<file path="src/rtl/h_bdy_eng_disp_if.sv">
// Bus bundle between the body front-end, the exe_GEN engines and the engine dispatcher.
// H_BDY_ENG_DISP_STATS_EN adds the statistics outputs to the bundle.
interface h_bdy_eng_disp_if #(
  parameter int ENGS_N = 4,
  parameter int CMD_W  = 32,
  parameter int TAG_W  = 6
);
  localparam int ENG_W = (ENGS_N > 1) ? $clog2(ENGS_N) : 1;

  logic              cmd_vld;
  logic [CMD_W-1:0]  cmd_dat;
  logic [TAG_W-1:0]  cmd_tag;
  logic              cmd_rdy;
  logic [ENGS_N-1:0] eng_vld;
  logic [CMD_W-1:0]  eng_dat;
  logic [ENGS_N-1:0] eng_done;
  logic              cpl_vld;
  logic [ENG_W-1:0]  cpl_eng;
  logic [TAG_W-1:0]  cpl_tag;
  logic              cpl_rdy;
  logic              err_spurious;
`ifdef H_BDY_ENG_DISP_STATS_EN
  logic [31:0]       stat_issue_cnt;
  logic [31:0]       stat_cpl_cnt;
  logic [ENG_W:0]    stat_inflight;
`endif

  // Master is the surrounding system; slave is the dispatcher itself.
  modport master (
    output cmd_vld, cmd_dat, cmd_tag, eng_done, cpl_rdy,
`ifdef H_BDY_ENG_DISP_STATS_EN
    input  stat_issue_cnt, stat_cpl_cnt, stat_inflight,
`endif
    input  cmd_rdy, eng_vld, eng_dat, cpl_vld, cpl_eng, cpl_tag, err_spurious
  );

  modport slave (
    input  cmd_vld, cmd_dat, cmd_tag, eng_done, cpl_rdy,
`ifdef H_BDY_ENG_DISP_STATS_EN
    output stat_issue_cnt, stat_cpl_cnt, stat_inflight,
`endif
    output cmd_rdy, eng_vld, eng_dat, cpl_vld, cpl_eng, cpl_tag, err_spurious
  );
endinterface

</file>
<file path="src/rtl/h_bdy_eng_disp.sv">
// Round-robin dispatcher for the body-engine array: issues tagged commands and returns completions.
// Optional statistics counters are enabled with H_BDY_ENG_DISP_STATS_EN.
module h_bdy_eng_disp #(
  parameter int ENGS_N = 4,
  parameter int CMD_W  = 32,
  parameter int TAG_W  = 6
) (
  input  logic              clk,
  input  logic              arst_n,
  h_bdy_eng_disp_if.slave   bus
);
  localparam int ENG_W = (ENGS_N > 1) ? $clog2(ENGS_N) : 1;

  localparam logic [1:0] ST_IDLE = 2'b00;
  localparam logic [1:0] ST_BUSY = 2'b01;
  localparam logic [1:0] ST_DONE = 2'b10;

  logic [1:0]        state_q [ENGS_N];
  logic [1:0]        state_d [ENGS_N];
  logic [TAG_W-1:0]  tag_q   [ENGS_N];
  logic [TAG_W-1:0]  tag_d   [ENGS_N];
  logic [ENG_W-1:0]  alloc_ptr_q, alloc_ptr_d;
  logic [ENG_W-1:0]  cpl_ptr_q, cpl_ptr_d;
  logic [ENGS_N-1:0] eng_vld_q, eng_vld_d;
  logic [CMD_W-1:0]  eng_dat_q, eng_dat_d;
  logic              err_q, err_d;

  logic [ENGS_N-1:0] idle_vec, done_vec;
  logic [ENG_W-1:0]  alloc_sel, cpl_sel;
  logic              accept, cpl_hs;

  // First requester at or after ptr, wrapping at ENGS_N-1.
  function automatic logic [ENG_W-1:0] rr_pick(input logic [ENGS_N-1:0] req,
                                               input logic [ENG_W-1:0]  ptr);
    logic [ENG_W-1:0] pick;
    logic [ENG_W:0]   idx;
    pick = '0;
    for (int i = ENGS_N - 1; i >= 0; i--) begin
      idx = {1'b0, ptr} + (ENG_W+1)'(i);
      if (idx >= (ENG_W+1)'(ENGS_N)) idx = idx - (ENG_W+1)'(ENGS_N);
      if (req[idx[ENG_W-1:0]]) pick = idx[ENG_W-1:0];
    end
    return pick;
  endfunction

  function automatic logic [ENG_W-1:0] rr_next(input logic [ENG_W-1:0] sel);
    return (sel == ENG_W'(ENGS_N - 1)) ? '0 : sel + ENG_W'(1);
  endfunction

  always_comb begin
    for (int k = 0; k < ENGS_N; k++) begin
      idle_vec[k] = (state_q[k] == ST_IDLE);
      done_vec[k] = (state_q[k] == ST_DONE);
    end
  end

  assign alloc_sel        = rr_pick(idle_vec, alloc_ptr_q);
  assign cpl_sel          = rr_pick(done_vec, cpl_ptr_q);
  assign accept           = bus.cmd_vld & (|idle_vec);
  assign cpl_hs           = (|done_vec) & bus.cpl_rdy;

  assign bus.cmd_rdy      = |idle_vec;
  assign bus.cpl_vld      = |done_vec;
  assign bus.cpl_eng      = cpl_sel;
  assign bus.cpl_tag      = tag_q[cpl_sel];
  assign bus.eng_vld      = eng_vld_q;
  assign bus.eng_dat      = eng_dat_q;
  assign bus.err_spurious = err_q;

  // A retiring engine stays unallocatable this cycle because alloc_sel looks only at state_q.
  always_comb begin
    err_d       = err_q;
    alloc_ptr_d = accept ? rr_next(alloc_sel) : alloc_ptr_q;
    cpl_ptr_d   = cpl_hs ? rr_next(cpl_sel) : cpl_ptr_q;
    eng_vld_d   = '0;
    eng_dat_d   = eng_dat_q;
    if (accept) begin
      eng_vld_d[alloc_sel] = 1'b1;
      eng_dat_d            = bus.cmd_dat;
    end
    for (int k = 0; k < ENGS_N; k++) begin
      state_d[k] = state_q[k];
      tag_d[k]   = tag_q[k];
      case (state_q[k])
        ST_IDLE: if (accept && alloc_sel == ENG_W'(k)) begin
                   state_d[k] = ST_BUSY;
                   tag_d[k]   = bus.cmd_tag;
                 end
        ST_BUSY: if (bus.eng_done[k]) state_d[k] = ST_DONE;
        ST_DONE: if (cpl_hs && cpl_sel == ENG_W'(k)) state_d[k] = ST_IDLE;
        default: state_d[k] = ST_IDLE;
      endcase
      if (bus.eng_done[k] && state_q[k] != ST_BUSY) err_d = 1'b1;
    end
  end

  always_ff @(posedge clk or negedge arst_n) begin
    if (!arst_n) begin
      for (int k = 0; k < ENGS_N; k++) begin
        state_q[k] <= ST_IDLE;
        tag_q[k]   <= '0;
      end
      alloc_ptr_q <= '0;
      cpl_ptr_q   <= '0;
      eng_vld_q   <= '0;
      eng_dat_q   <= '0;
      err_q       <= 1'b0;
    end else begin
      for (int k = 0; k < ENGS_N; k++) begin
        state_q[k] <= state_d[k];
        tag_q[k]   <= tag_d[k];
      end
      alloc_ptr_q <= alloc_ptr_d;
      cpl_ptr_q   <= cpl_ptr_d;
      eng_vld_q   <= eng_vld_d;
      eng_dat_q   <= eng_dat_d;
      err_q       <= err_d;
    end
  end

`ifdef H_BDY_ENG_DISP_STATS_EN
  logic [31:0]    issue_cnt_q, issue_cnt_d;
  logic [31:0]    cpl_cnt_q, cpl_cnt_d;
  logic [ENG_W:0] inflight_q, inflight_d;

  // Inflight is counted from the next state so the register matches the engine states it sits beside.
  always_comb begin
    issue_cnt_d = (accept && issue_cnt_q != '1) ? issue_cnt_q + 32'd1 : issue_cnt_q;
    cpl_cnt_d   = (cpl_hs && cpl_cnt_q != '1) ? cpl_cnt_q + 32'd1 : cpl_cnt_q;
    inflight_d  = '0;
    for (int k = 0; k < ENGS_N; k++) begin
      if (state_d[k] != ST_IDLE) inflight_d = inflight_d + (ENG_W+1)'(1);
    end
  end

  always_ff @(posedge clk or negedge arst_n) begin
    if (!arst_n) begin
      issue_cnt_q <= '0;
      cpl_cnt_q   <= '0;
      inflight_q  <= '0;
    end else begin
      issue_cnt_q <= issue_cnt_d;
      cpl_cnt_q   <= cpl_cnt_d;
      inflight_q  <= inflight_d;
    end
  end

  assign bus.stat_issue_cnt = issue_cnt_q;
  assign bus.stat_cpl_cnt   = cpl_cnt_q;
  assign bus.stat_inflight  = inflight_q;
`endif
endmodule

</file>
<file path="src/flat_wrapper.sv">
// flat-port wrapper written by rule: the top's interface ports become plain ports
module h_bdy_eng_disp_flat 
#(
  parameter int ENGS_N = 4,
  parameter int CMD_W  = 32,
  parameter int TAG_W  = 6
)
  (clk, arst_n, bus_cmd_vld, bus_cmd_dat, bus_cmd_tag, bus_eng_done, bus_cpl_rdy, bus_cmd_rdy, bus_eng_vld, bus_eng_dat, bus_cpl_vld, bus_cpl_eng, bus_cpl_tag, bus_err_spurious);
  h_bdy_eng_disp_if #(.ENGS_N(ENGS_N), .CMD_W(CMD_W), .TAG_W(TAG_W)) bus_i ();
  input  logic clk;
  input  logic arst_n;
  input wire logic [$bits(bus_i.cmd_vld)-1:0] bus_cmd_vld;
  input wire logic [$bits(bus_i.cmd_dat)-1:0] bus_cmd_dat;
  input wire logic [$bits(bus_i.cmd_tag)-1:0] bus_cmd_tag;
  input wire logic [$bits(bus_i.eng_done)-1:0] bus_eng_done;
  input wire logic [$bits(bus_i.cpl_rdy)-1:0] bus_cpl_rdy;
  output wire logic [$bits(bus_i.cmd_rdy)-1:0] bus_cmd_rdy;
  output wire logic [$bits(bus_i.eng_vld)-1:0] bus_eng_vld;
  output wire logic [$bits(bus_i.eng_dat)-1:0] bus_eng_dat;
  output wire logic [$bits(bus_i.cpl_vld)-1:0] bus_cpl_vld;
  output wire logic [$bits(bus_i.cpl_eng)-1:0] bus_cpl_eng;
  output wire logic [$bits(bus_i.cpl_tag)-1:0] bus_cpl_tag;
  output wire logic [$bits(bus_i.err_spurious)-1:0] bus_err_spurious;
  assign bus_i.cmd_vld = bus_cmd_vld;
  assign bus_i.cmd_dat = bus_cmd_dat;
  assign bus_i.cmd_tag = bus_cmd_tag;
  assign bus_i.eng_done = bus_eng_done;
  assign bus_i.cpl_rdy = bus_cpl_rdy;
  assign bus_cmd_rdy = bus_i.cmd_rdy;
  assign bus_eng_vld = bus_i.eng_vld;
  assign bus_eng_dat = bus_i.eng_dat;
  assign bus_cpl_vld = bus_i.cpl_vld;
  assign bus_cpl_eng = bus_i.cpl_eng;
  assign bus_cpl_tag = bus_i.cpl_tag;
  assign bus_err_spurious = bus_i.err_spurious;
  h_bdy_eng_disp #(.ENGS_N(ENGS_N), .CMD_W(CMD_W), .TAG_W(TAG_W)) u_core (.clk(clk), .arst_n(arst_n), .bus(bus_i));
endmodule
</file>
<file path="config.mk">
export PLATFORM = sky130hd
export DESIGN_NAME = h_bdy_eng_disp_flat
export DESIGN_NICKNAME = d
export VERILOG_FILES = /design/src/rtl/h_bdy_eng_disp_if.sv /design/src/rtl/h_bdy_eng_disp.sv /design/src/flat_wrapper.sv
export SDC_FILE = /design/constraint.sdc
export NUM_CORES = 1
export LEC_CHECK = 0
export CORE_MARGIN = 5
export CORE_UTILIZATION = 67
export DETAILED_ROUTE_END_ITERATION = 10
export DONT_BUFFER_PORTS = 1
export PLACE_DENSITY = 0.83
export SYNTH_ARGS = -nofsm -noshare
export SYNTH_HDL_FRONTEND = slang
export SYNTH_SLANG_ARGS = --single-unit
</file>
<file path="constraint.sdc">
create_clock -name clk -period 4.25 [get_ports clk]
set_input_delay 0.85 -clock clk [delete_from_list [all_inputs] [get_ports clk]]
set_output_delay 0.85 -clock clk [all_outputs]
set_load 0.02 [all_outputs]
</file>
==> run_results.csv <==
group,metric,value,unit
placed_design,gp_routability_congestion,0.856,
logic_synthesis,mappedNetlistArea,0.00335,mm2
setup_path,crit_path_top_delay_cell,"sky130_fd_sc_hd__o22a_1",
logic_synthesis,async_sr_flop_fraction,100,%
setup_path,timing_worst_setup_path_type,"reg2out",
cts,ctsHtreeMaxLevel,3,
sta,rsz0062_at_grt,"false",
routing,drtIter0Drc,85,
setup_path,critPathBufInv,0,
power,static_leakage_power,0.00160,uW
sta,final-hold-violation-count,0,
routing,avgRoutedWirePerCell,20.6,um
logic_synthesis,seq_area_frac_synth,54.5,%
floorplanning,die-area,0.00651,mm2
cts,post_cts_hold_buffer_count,0,
sta,max_freq,290,MHz
run_status,outcome,"complete, no violations",
cts,ctsRootBufferMaster,"sky130_fd_sc_hd__clkbuf_8",
floorplanning,row_count,25,
min_path,hp-class,"in2async",
cells_and_area,multi_input_area,0.00140,mm2
run,maxCapViolCount,0,
routing,post-route-drc-count,0,
setup_path,crit_path_end,"bus_cpl_tag[3]",
routing,vias,1848,
cells_and_area,finish.net_count,289,
global_routing,grt_pass1_wl,10600,um
power,switching_pwr,1080,uW
logic_synthesis,yosysTopAreaCellShare,54.5,%
power,powerDensity,778,mW/mm2
sta,layout_worst_path_cycle_share,81.2,%
routing,drt-vias-per-instance,5.94,
cells_and_area,fraction_of_final_layout_cells_with_drive_strength_greater_than_1,27.0,%
sta,finalWorstSetupSlack,0.799,ns
logic_synthesis,synthFlopType,"sky130_fd_sc_hd__dfrtp_1",
cts,cts_sinks,73,
power,power_switching_share,39.1,%
floorplanning,io-pin-count,93,
global_routing,gr-usage-all-layers,22.0,%
placed_design,post-dp-hpwl,4600,um
sta,timing_max_transition_violations_final,0,
setup_path,worst_path_most_repeated_cell,"sky130_fd_sc_hd__mux2i_1",
logic_synthesis,synth_cell_types,41,
setup_path,r2r_cells,7,
floorplanning,fp.dieW,80.7,um
sta,clock_skew,0.00807,ns
logic_synthesis,syn-instance-count,237,
cts,cts_post_setup_buffers_inserted,0,
placed_design,placedInstanceArea,0.00334,mm2
logic_synthesis,synth_warn,0,
cts,cts_repair_resize_count,0,
setup_path,biggest_cell_delay_along_the_critical_path,0.76,ns
logic_synthesis,synth_enable_flop_cells,0,
sta,maxSlewHeadroom,41.0,%
cts,clock_latency,0.34,ns
cells_and_area,antenna_cells_inserted,0,
power,combinationalPowerShare,39.4,%
logic_synthesis,synth_area_leaders,"sky130_fd_sc_hd__dfrtp_1 55%, sky130_fd_sc_hd__mux2_4 9.0%, sky130_fd_sc_hd__mux2_2 8.4%, sky130_fd_sc_hd__mux2i_1 5.4%, sky130_fd_sc_hd__mux2_1 4.4%",
setup_path,reg2reg_slack,1.66,ns
logic_synthesis,post_synthesis_sequential_element_count,73,
power,seq_power_share,41.2,%
setup_path,crit_chain,"and3b_1 > nor3_1 > o22a_1 > mux2i_1 > mux2i_1",
logic_synthesis,synthTopCellsByCount,"73 x sky130_fd_sc_hd__dfrtp_1, 25 x sky130_fd_sc_hd__mux2_2, 20 x sky130_fd_sc_hd__mux2_4, 18 x sky130_fd_sc_hd__mux2i_1, 13 x sky130_fd_sc_hd__mux2_1",
setup_path,cp_data_arrival_time,2.60,ns
setup_path,critPathTopFamily,"compound AO/OA/AOI/OAI gates",
setup_path,critPathMaxFanout,18,
sta,setup-tns-final,0,ns
logic_synthesis,library_cell_with_the_highest_instance_count_after_synthesis,"sky130_fd_sc_hd__dfrtp_1",
setup_path,rr_endpoint,"u_core.tag_q[14]",
power,p_int,1680,uW
global_routing,antenna_violations_before_repair,0,
routing,detail_route.first_pass.iterations,4,
sta,slew_of_the_pin_with_the_lowest_slew_margin,0.885,ns
cells_and_area,n_fill_cell,314,
logic_synthesis,syn-num-nets,287,
setup_path,critical_path_required_time,3.40,ns
global_routing,grt_max_degree,74,
sta,final-setup-viol-count,0,
logic_synthesis,yosys.area.top_type,"sky130_fd_sc_hd__dfrtp_1",
cells_and_area,final-seq-area,0.00183,mm2
cts,clock_tree_from_tritoncts,"built",
cells_and_area,post-route-cell-area,0.00354,mm2
placed_design,placement.setup.worst_slack,1.17,ns
floorplanning,initial_utilization,70.0,%
cts,max-clock-path-buffers,2,
sta,post-route-min-period,3.45,ns
cts,clkTransAtPathRegs,0.08,ns
cells_and_area,final_core_utilization,73.9,%
setup_path,cp_num_cells,5,
floorplanning,die_h,80.7,um
routing,routed_wl,6410,um
floorplanning,core_area,0.00479,mm2
global_routing,first_global_vias,2074,
cts,cts-buffers-inserted,9,
cells_and_area,flow.area_growth_from_synthesis,5.57,%
power,share_clk_of_total_power,19.4,%
setup_path,timing.critical_path.to_type,"primary output",
logic_synthesis,avgSynthCellArea,14.1,um2
setup_path,cp-startpoint,"u_core.cpl_ptr_q[1]",
power,power.ir.vdd_worst,0.470,mV
routing,antenna_left,0,
power,total_power,2750,uW
setup_path,startpoint_type,"flop",
global_routing,grt_overflow,0,
setup_path,crit-reg2reg-launch,"u_core.state_q[5]",
placed_design,number_of_port_buffers,0,
==> metrics by stage <==
| stage | instances | hold WS (ns) |
|---|---|---|
| after detailed placement | 295 | 0.495 |
| after global placement | 295 | 0.490 |
| after global routing | 311 | 0.161 |
| final | 311 | 0.192 |
| after floorplan | 237 | 0.480 |
| after CTS | 311 | 0.176 |
==> power by group through the flow <==
stage	clock network (uW)	logic, uW	registers (uW)
6_report	534	1080	1130
5_1_grt	583	1190	1160
4_1_cts	545	1090	1130
3_5_place_dp	0	1090	1140
3_3_place_gp	0	1050	1130
2_1_floorplan	0	958	1090
==> layout make-up <==
class / count / area share, %
sequential: 73 / 51.7
multi-input combinational: 148 / 39.6
clock buffer: 10 / 3.61
tap: 67 / 2.37
clock inverter: 6 / 1.91
inverter: 6 / 0.637
timing repair buffer: 1 / 0.212
==> logic make-up after synthesis <==
family / count (synthesis) / synth area share (%)
adders and majority gates: 4 / 1.49
DFF: 73 / 54.5
xor gates and xnor gates: 1 / 0.262
and+or+nand+nor: 42 / 7.66
AOI/OAI and AO/OA: 25 / 5.27
muxes: 76 / 27.1
buffers and inverters: 16 / 3.66
==> state kept, by name (all words and copies together) (netlist names) <==
| name | count |
|---|---|
| u_core.cpl_ptr_q | 2 |
| u_core.bus.err_spurious | 1 |
| u_core.tag_q | 24 |
| u_core.bus.eng_vld | 4 |
| u_core.alloc_ptr_q | 2 |
| u_core.bus.eng_dat | 32 |
| u_core.state_q | 8 |
==> metal layers <==
metal | GRT usage (%) | part of all wire, % | up-vias
li1 | - | - | 851
met3 | 10.4 | 9.2 | 9
met4 | 8.78 | 1.4 | 0
met1 | 25.6 | 40 | 925
met2 | 35.3 | 49 | 63
met5 | 0 | 0 | -
==> layout by cell type (no fill, tap or decap), types with 2 or more instances in the layout <==
cell                          n
sky130_fd_sc_hd__clkinvlp_4   2
sky130_fd_sc_hd__a21oi_1      4
sky130_fd_sc_hd__inv_1        5
sky130_fd_sc_hd__mux2_2      25
sky130_fd_sc_hd__mux2i_1     18
sky130_fd_sc_hd__nor2_1       8
sky130_fd_sc_hd__and3_1       8
sky130_fd_sc_hd__nand2b_1     8
sky130_fd_sc_hd__dfrtp_1     73
sky130_fd_sc_hd__ha_1         4
sky130_fd_sc_hd__o22ai_1      4
sky130_fd_sc_hd__mux2_4      20
sky130_fd_sc_hd__o21bai_1     4
sky130_fd_sc_hd__o21ai_1      4
sky130_fd_sc_hd__nand2_1      5
sky130_fd_sc_hd__mux2_1      13
sky130_fd_sc_hd__clkbuf_8     9
sky130_fd_sc_hd__nor3_1       4
==> worst min-delay path by stage <==
stage / slack [ns] / startpoint / end
6_report: 0.19 / arst_n / u_core.bus.eng_dat[5]
5_1_grt: 0.16 / arst_n / u_core.bus.eng_dat[29]
4_1_cts: 0.18 / arst_n / u_core.bus.eng_dat[18]
3_5_place_dp: 0.49 / u_core.tag_q[13] / u_core.tag_q[13]
3_3_place_gp: 0.49 / u_core.tag_q[15] / u_core.tag_q[15]
2_1_floorplan: 0.48 / u_core.tag_q[12] / u_core.tag_q[12]
==> worst reg2reg max path: cells and delay by family (launching register included) <==
kind	cells	cell delay (ns)
multiplexers	1	0.40
flip-flops	1	0.40
AND/OR/NAND/NOR	2	0.79
adder cells (fa/ha/maj)	1	0.22
AO/OA/AOI/OAI	3	0.65
Power figures use the tool's default switching activity.
==> patch 1, RTL diff (config.mk and constraints unchanged) <==
`ENGS_N` is set to 4 in 3 places; all go to 2.
--- a/src/rtl/h_bdy_eng_disp_if.sv
+++ b/src/rtl/h_bdy_eng_disp_if.sv
@@ -2,5 +2,5 @@
 // H_BDY_ENG_DISP_STATS_EN adds the statistics outputs to the bundle.
 interface h_bdy_eng_disp_if #(
-  parameter int ENGS_N = 4,
+  parameter int ENGS_N = 2,
   parameter int CMD_W  = 32,
   parameter int TAG_W  = 6
--- a/src/rtl/h_bdy_eng_disp.sv
+++ b/src/rtl/h_bdy_eng_disp.sv
@@ -2,5 +2,5 @@
 // Optional statistics counters are enabled with H_BDY_ENG_DISP_STATS_EN.
 module h_bdy_eng_disp #(
-  parameter int ENGS_N = 4,
+  parameter int ENGS_N = 2,
   parameter int CMD_W  = 32,
   parameter int TAG_W  = 6
--- a/src/flat_wrapper.sv
+++ b/src/flat_wrapper.sv
@@ -2,5 +2,5 @@
 module h_bdy_eng_disp_flat 
 #(
-  parameter int ENGS_N = 4,
+  parameter int ENGS_N = 2,
   parameter int CMD_W  = 32,
   parameter int TAG_W  = 6
Interface: changed (resized bus_cpl_eng, bus_eng_done and bus_eng_vld); port bits go from 93 to 88. The function was not compared with the original's and may differ.
==> patch 1 against the original RTL <==
  * Worst setup slack better by 0.54 ns
  * Largest power group unchanged
  * Wire length decreased by 43%
  * Synthesized area fell by 37%
  * Highest routed layer unchanged
  * Total power down 35%
  * Sequential power down 6%
  * Critical endpoint is now bus_cpl_tag[4]
  * Sequential cell count fell by 20
  * Global-route usage is 4.2 points lower
  * Final area shrank 38%
==> patch 1: results <==
[status]
outcome = finished, final reports clean

[global_route]
grt_pass1_vias = 1198
antenna_found_initial = 0
grt_pass1_wl_um = 5750
grt.total_usage_pct = 17.9
grt_max_degree = 54

[sta]
hold_ws_ns = 0.153
worstMarginPinSlew_ns = 1.28
fin_skew_ns = 0.00954

[clock_network]
h-tree-depth = 2
clkSlewWorstSetupHoldPaths_ns = 0.14
cts_buffer_depth = 2
cts_made_buffers = 5
cts_resized = 0
cts_setup_buffers = 0
clk_latency_ns = 0.37
root_buffer = clkbuf_4

[route]
met3WireLength_um = 484
firstDrtPassIters = 4
routed-wl-met2_um = 1700
drt.antenna.violating_nets = 0
top_layer = met4
vias = 1100
drt_iter0_markers = 68
wl_um = 3670
wl_met1_um = 1440

[logic_synthesis]
ys_seq_area_share_pct = 63.1
synth_area_leaders = dfrtp_1, mux2_2, a2111oi_4, buf_2, o22ai_1
ys_top_cells_by_count = dfrtp_1, mux2_2, buf_2
synth.net_count = 177
async_flop_share_pct = 100
ys_types = 20
ys_warn_count = 0

[placed_design]
io_buffers = 0
gp_congestion = 0.814
dpl.hpwl_um = 2740

[power_and_ir_drop]
leakage_nw = 0.934
ir_drop_mv = 0.479
p_switching_mw = 0.726

[critical_path]
reg2regPathDepth = 3
reg2reg_setup_slack_ns = 1.72
worstPathArrival_ns = 2.06
crit_slowest_cell = nor2_2
path_max_fanout = 7
path_delay_family = simple AND/OR/NAND/NOR gates
critPathMaxStageDelay_ns = 0.48

[layout]
nFillCells = 213
num_antenna_cells = 0
layout-drive-gt1-share_pct = 46.7
largest_reg_flops = 32
==> patch 1: cell count changes after synthesis, moves of 6 or more <==
cell      unedited run  this run
mux2_2              25        50
dfrtp_1             73        53
mux2_4              20         0
mux2i_1             18         0
mux2_1              13         0
and3_1               8         0
nor2_1               8         0
nand2b_1             8         2
==> patch 1: power groups by stage <==
stage	combinational (mW)	sequential, mW	clock (mW)
2_1_floorplan	0.484	1.02	0
3_3_place_gp	0.520	1.06	0
3_5_place_dp	0.543	1.08	0
4_1_cts	0.543	1.07	0.212
5_1_grt	0.580	1.09	0.239
6_report	0.533	1.06	0.207
==> patch 1: kinds of logic (layout without fill, tap and decap cells) <==
| kind of cell | count (synthesis) | after routing | share of synthesized area, % |
|---|---|---|---|
| DFF | 53 | 53 | 63.1 |
| muxes | 50 | 50 | 26.8 |
| and+or+nand+nor | 12 | 12 | 3.57 |
| AOI/OAI and AO/OA | 11 | 11 | 5.12 |
| buffers and inverters | 7 | 11 | 1.49 |
==> patch 1: area by class of cell <==
cell class / count / area share [%]
flip-flops and latches: 53 / 60.6
multi-input cells: 73 / 34.1
well taps: 44 / 2.51
clock buffers: 6 / 1.89
inverters: 3 / 0.514
clock inverters: 2 / 0.457
==> patch 1: worst register-to-register path, cell delays in order, from the launching register on <==
cell and delay [ns]:
dfrtp_1 0.48, o22ai_1 0.49, nand2_1 0.87, mux2_2 0.59
==> patch 1: final timing paths <==
| check | from | to |
|---|---|---|
| max in group asynchronous | arst_n | u_core.bus.eng_dat[31] |
| setup reg to reg | u_core.state_q[2] | u_core.bus.eng_dat[24] |
| hold / removal | arst_n | u_core.state_q[1] |
| min in group clk | u_core.tag_q[2] | u_core.tag_q[2] |
| setup / recovery | u_core.state_q[1] | bus_cpl_tag[4] |
| hold reg to reg | u_core.tag_q[2] | u_core.tag_q[2] |
==> patch 1: stage by stage <==
stage | setup WS (ns) | power, mW | util [%] | instance area [um2] | instances
global route | 1.26 | 1.91 | 72.3 | 2190 | 181
floorplan | 1.93 | 1.51 | - | 2100 | 133
detailed placement | 1.69 | 1.62 | 70.6 | 2140 | 173
finish | 1.34 | 1.80 | 72.3 | 2190 | 181
global placement | 1.77 | 1.58 | 70.6 | 2140 | 173
CTS | 1.35 | 1.82 | 72.3 | 2190 | 181
==> patch 1: metal layers <==
| metal | GRT usage [%] | up-vias |
|---|---|---|
| met3 | 8.67 | 7 |
| li1 | - | 482 |
| met5 | 0 | - |
| met2 | 27.7 | 61 |
| met4 | 8.38 | 0 |
| met1 | 20.9 | 550 |
==> patch 2, RTL diff (same settings) <==
Made on the original files. Take the reset off `eng_dat_q` and load it in a clocked block of its own.
--- a/src/rtl/h_bdy_eng_disp.sv
+++ b/src/rtl/h_bdy_eng_disp.sv
@@ -104,5 +104,4 @@
       cpl_ptr_q   <= '0;
       eng_vld_q   <= '0;
-      eng_dat_q   <= '0;
       err_q       <= 1'b0;
     end else begin
@@ -114,7 +113,10 @@
       cpl_ptr_q   <= cpl_ptr_d;
       eng_vld_q   <= eng_vld_d;
-      eng_dat_q   <= eng_dat_d;
       err_q       <= err_d;
     end
+  end
+
+  always_ff @(posedge clk) begin
+    eng_dat_q <= eng_dat_d;
   end
 
Behaviour: not the same (a bounded check fails within 4 cycles, from zero or initial values and one cycle with arst_n low).
==> patch 2 against the original RTL <==
  * Clock power up 7.9%
  * Sequential share of layout area up 9.3 points
  * Largest power group unchanged
  * Critical endpoint is now bus_cpl_tag[0]
  * Final area down 7.8%
  * Synthesized cell count down 15%
  * Worst hold slack better by 0.013 ns
  * Total power down 3.4%
  * Highest routed layer unchanged
  * Sequential cell count unchanged
  * Wire length down 13%
  * Synthesized area down 10%
  * Worst setup slack worse by 0.028 ns
  * Global-route usage down 2.2 points
==> patch 2: results <==
[logic_synthesis]
synth_area_leaders = dfrtp_1, edfxtp_1, mux2_2, mux2i_1, mux2_1
ys_types = 40
synth.net_count = 252
ys_top_cells_by_count = dfrtp_1, edfxtp_1, mux2_2
ys_seq_area_share_pct = 65.9
synth_edf_count = 32
ys_warn_count = 0
async_flop_share_pct = 56.2

[global_route]
grt.total_usage_pct = 19.9
grt_max_degree = 42
use_met3_pct = 6.67
grt_pass1_wl_um = 9090
met1_usage_pct = 23.4
grt_pass1_vias = 1760
antenna_found_initial = 0
grtUsageMet2_pct = 33.1

[sta]
relSlewSlack_pct = 37.5
fin_skew_ns = 0.00716

[clock_network]
cts_resized = 0
cts_setup_buffers = 0
cts_buffer_depth = 2
clk_latency_ns = 0.33
h-tree-depth = 3

[placed_design]
io_buffers = 0
dpl.hpwl_um = 4020
gp_congestion = 0.882
dp_slack_ns = 1.13

[power_and_ir_drop]
leakage_nw = 1.35
p_int_mw = 1.69
ir_drop_mv = 0.458

[status]
outcome = finished, final reports clean

[route]
top_layer = met4
wl_met1_um = 2160
wl_per_cell_um = 21.2
drt_iter0_markers = 173
routed-wl-met2_um = 2860
met3WireLength_um = 431
firstDrtPassIters = 4
vias = 1693

[critical_path]
reg2regPathDepth = 7
critPathMaxStageDelay_ns = 0.78
worstPathArrival_ns = 2.63
path_max_fanout = 18

[layout]
fin_nets = 257
largest_reg_flops = 32
mostFrequentLayoutCell = dfrtp_1
nFillCells = 264
layout-drive-gt1-share_pct = 19.3

[flow_run]
maxCapViolCount = 0
[patch 2: cells by family after synthesis]
family / Yosys count / synth area share (%)
simple gates: 42 / 8.22
buf+inv: 13 / 2.24
xor+xnor: 1 / 0.291
flops: 73 / 65.9
compound gates: 25 / 5.85
fa+ha+maj: 4 / 1.66
mux: 44 / 15.8
[patch 2: area by class of cell]
cell class,instances,area share (%)
clock inverter,7,2.92
tap,52,2.00
multi-input combinational,116,29.4
timing repair buffer,1,0.230
clock buffer,9,3.80
sequential,73,60.9
inverter,6,0.691
[patch 2: metrics by stage]
step	area, um2	std cells
after global routing	3260	264
after floorplan	3010	202
after CTS	3260	264
final	3260	264
after global placement	3040	248
after detailed placement	3040	248
[patch 2: final timing paths]
check	from	to	slack [ns]
setup / recovery	u_core.state_q[2]	bus_cpl_tag[0]	0.77
hold / removal	arst_n	u_core.tag_q[1]	0.20
setup reg to reg	u_core.state_q[5]	u_core.tag_q[5]	1.71
hold reg to reg	u_core.tag_q[19]	u_core.tag_q[19]	0.49
max in group asynchronous	arst_n	u_core.tag_q[8]	3.94
min in group clk	u_core.tag_q[19]	u_core.tag_q[19]	0.49
[patch 2: power by group through the flow]
stage	logic [mW]	registers, mW	clock network (mW)
floorplan	0.831	1.08	0
global placement	0.914	1.11	0
detailed placement	0.973	1.12	0
CTS	0.974	1.11	0.580
global route	1.05	1.14	0.625
finish	0.968	1.12	0.576
[patch 2: critical path: cells and delay by family (launching register included)]
| kind | cells | cell delay (ns) |
|---|---|---|
| AOI/OAI and AO/OA | 2 | 0.97 |
| DFF | 1 | 0.43 |
| muxes | 2 | 0.64 |
| and+or+nand+nor | 1 | 0.25 |
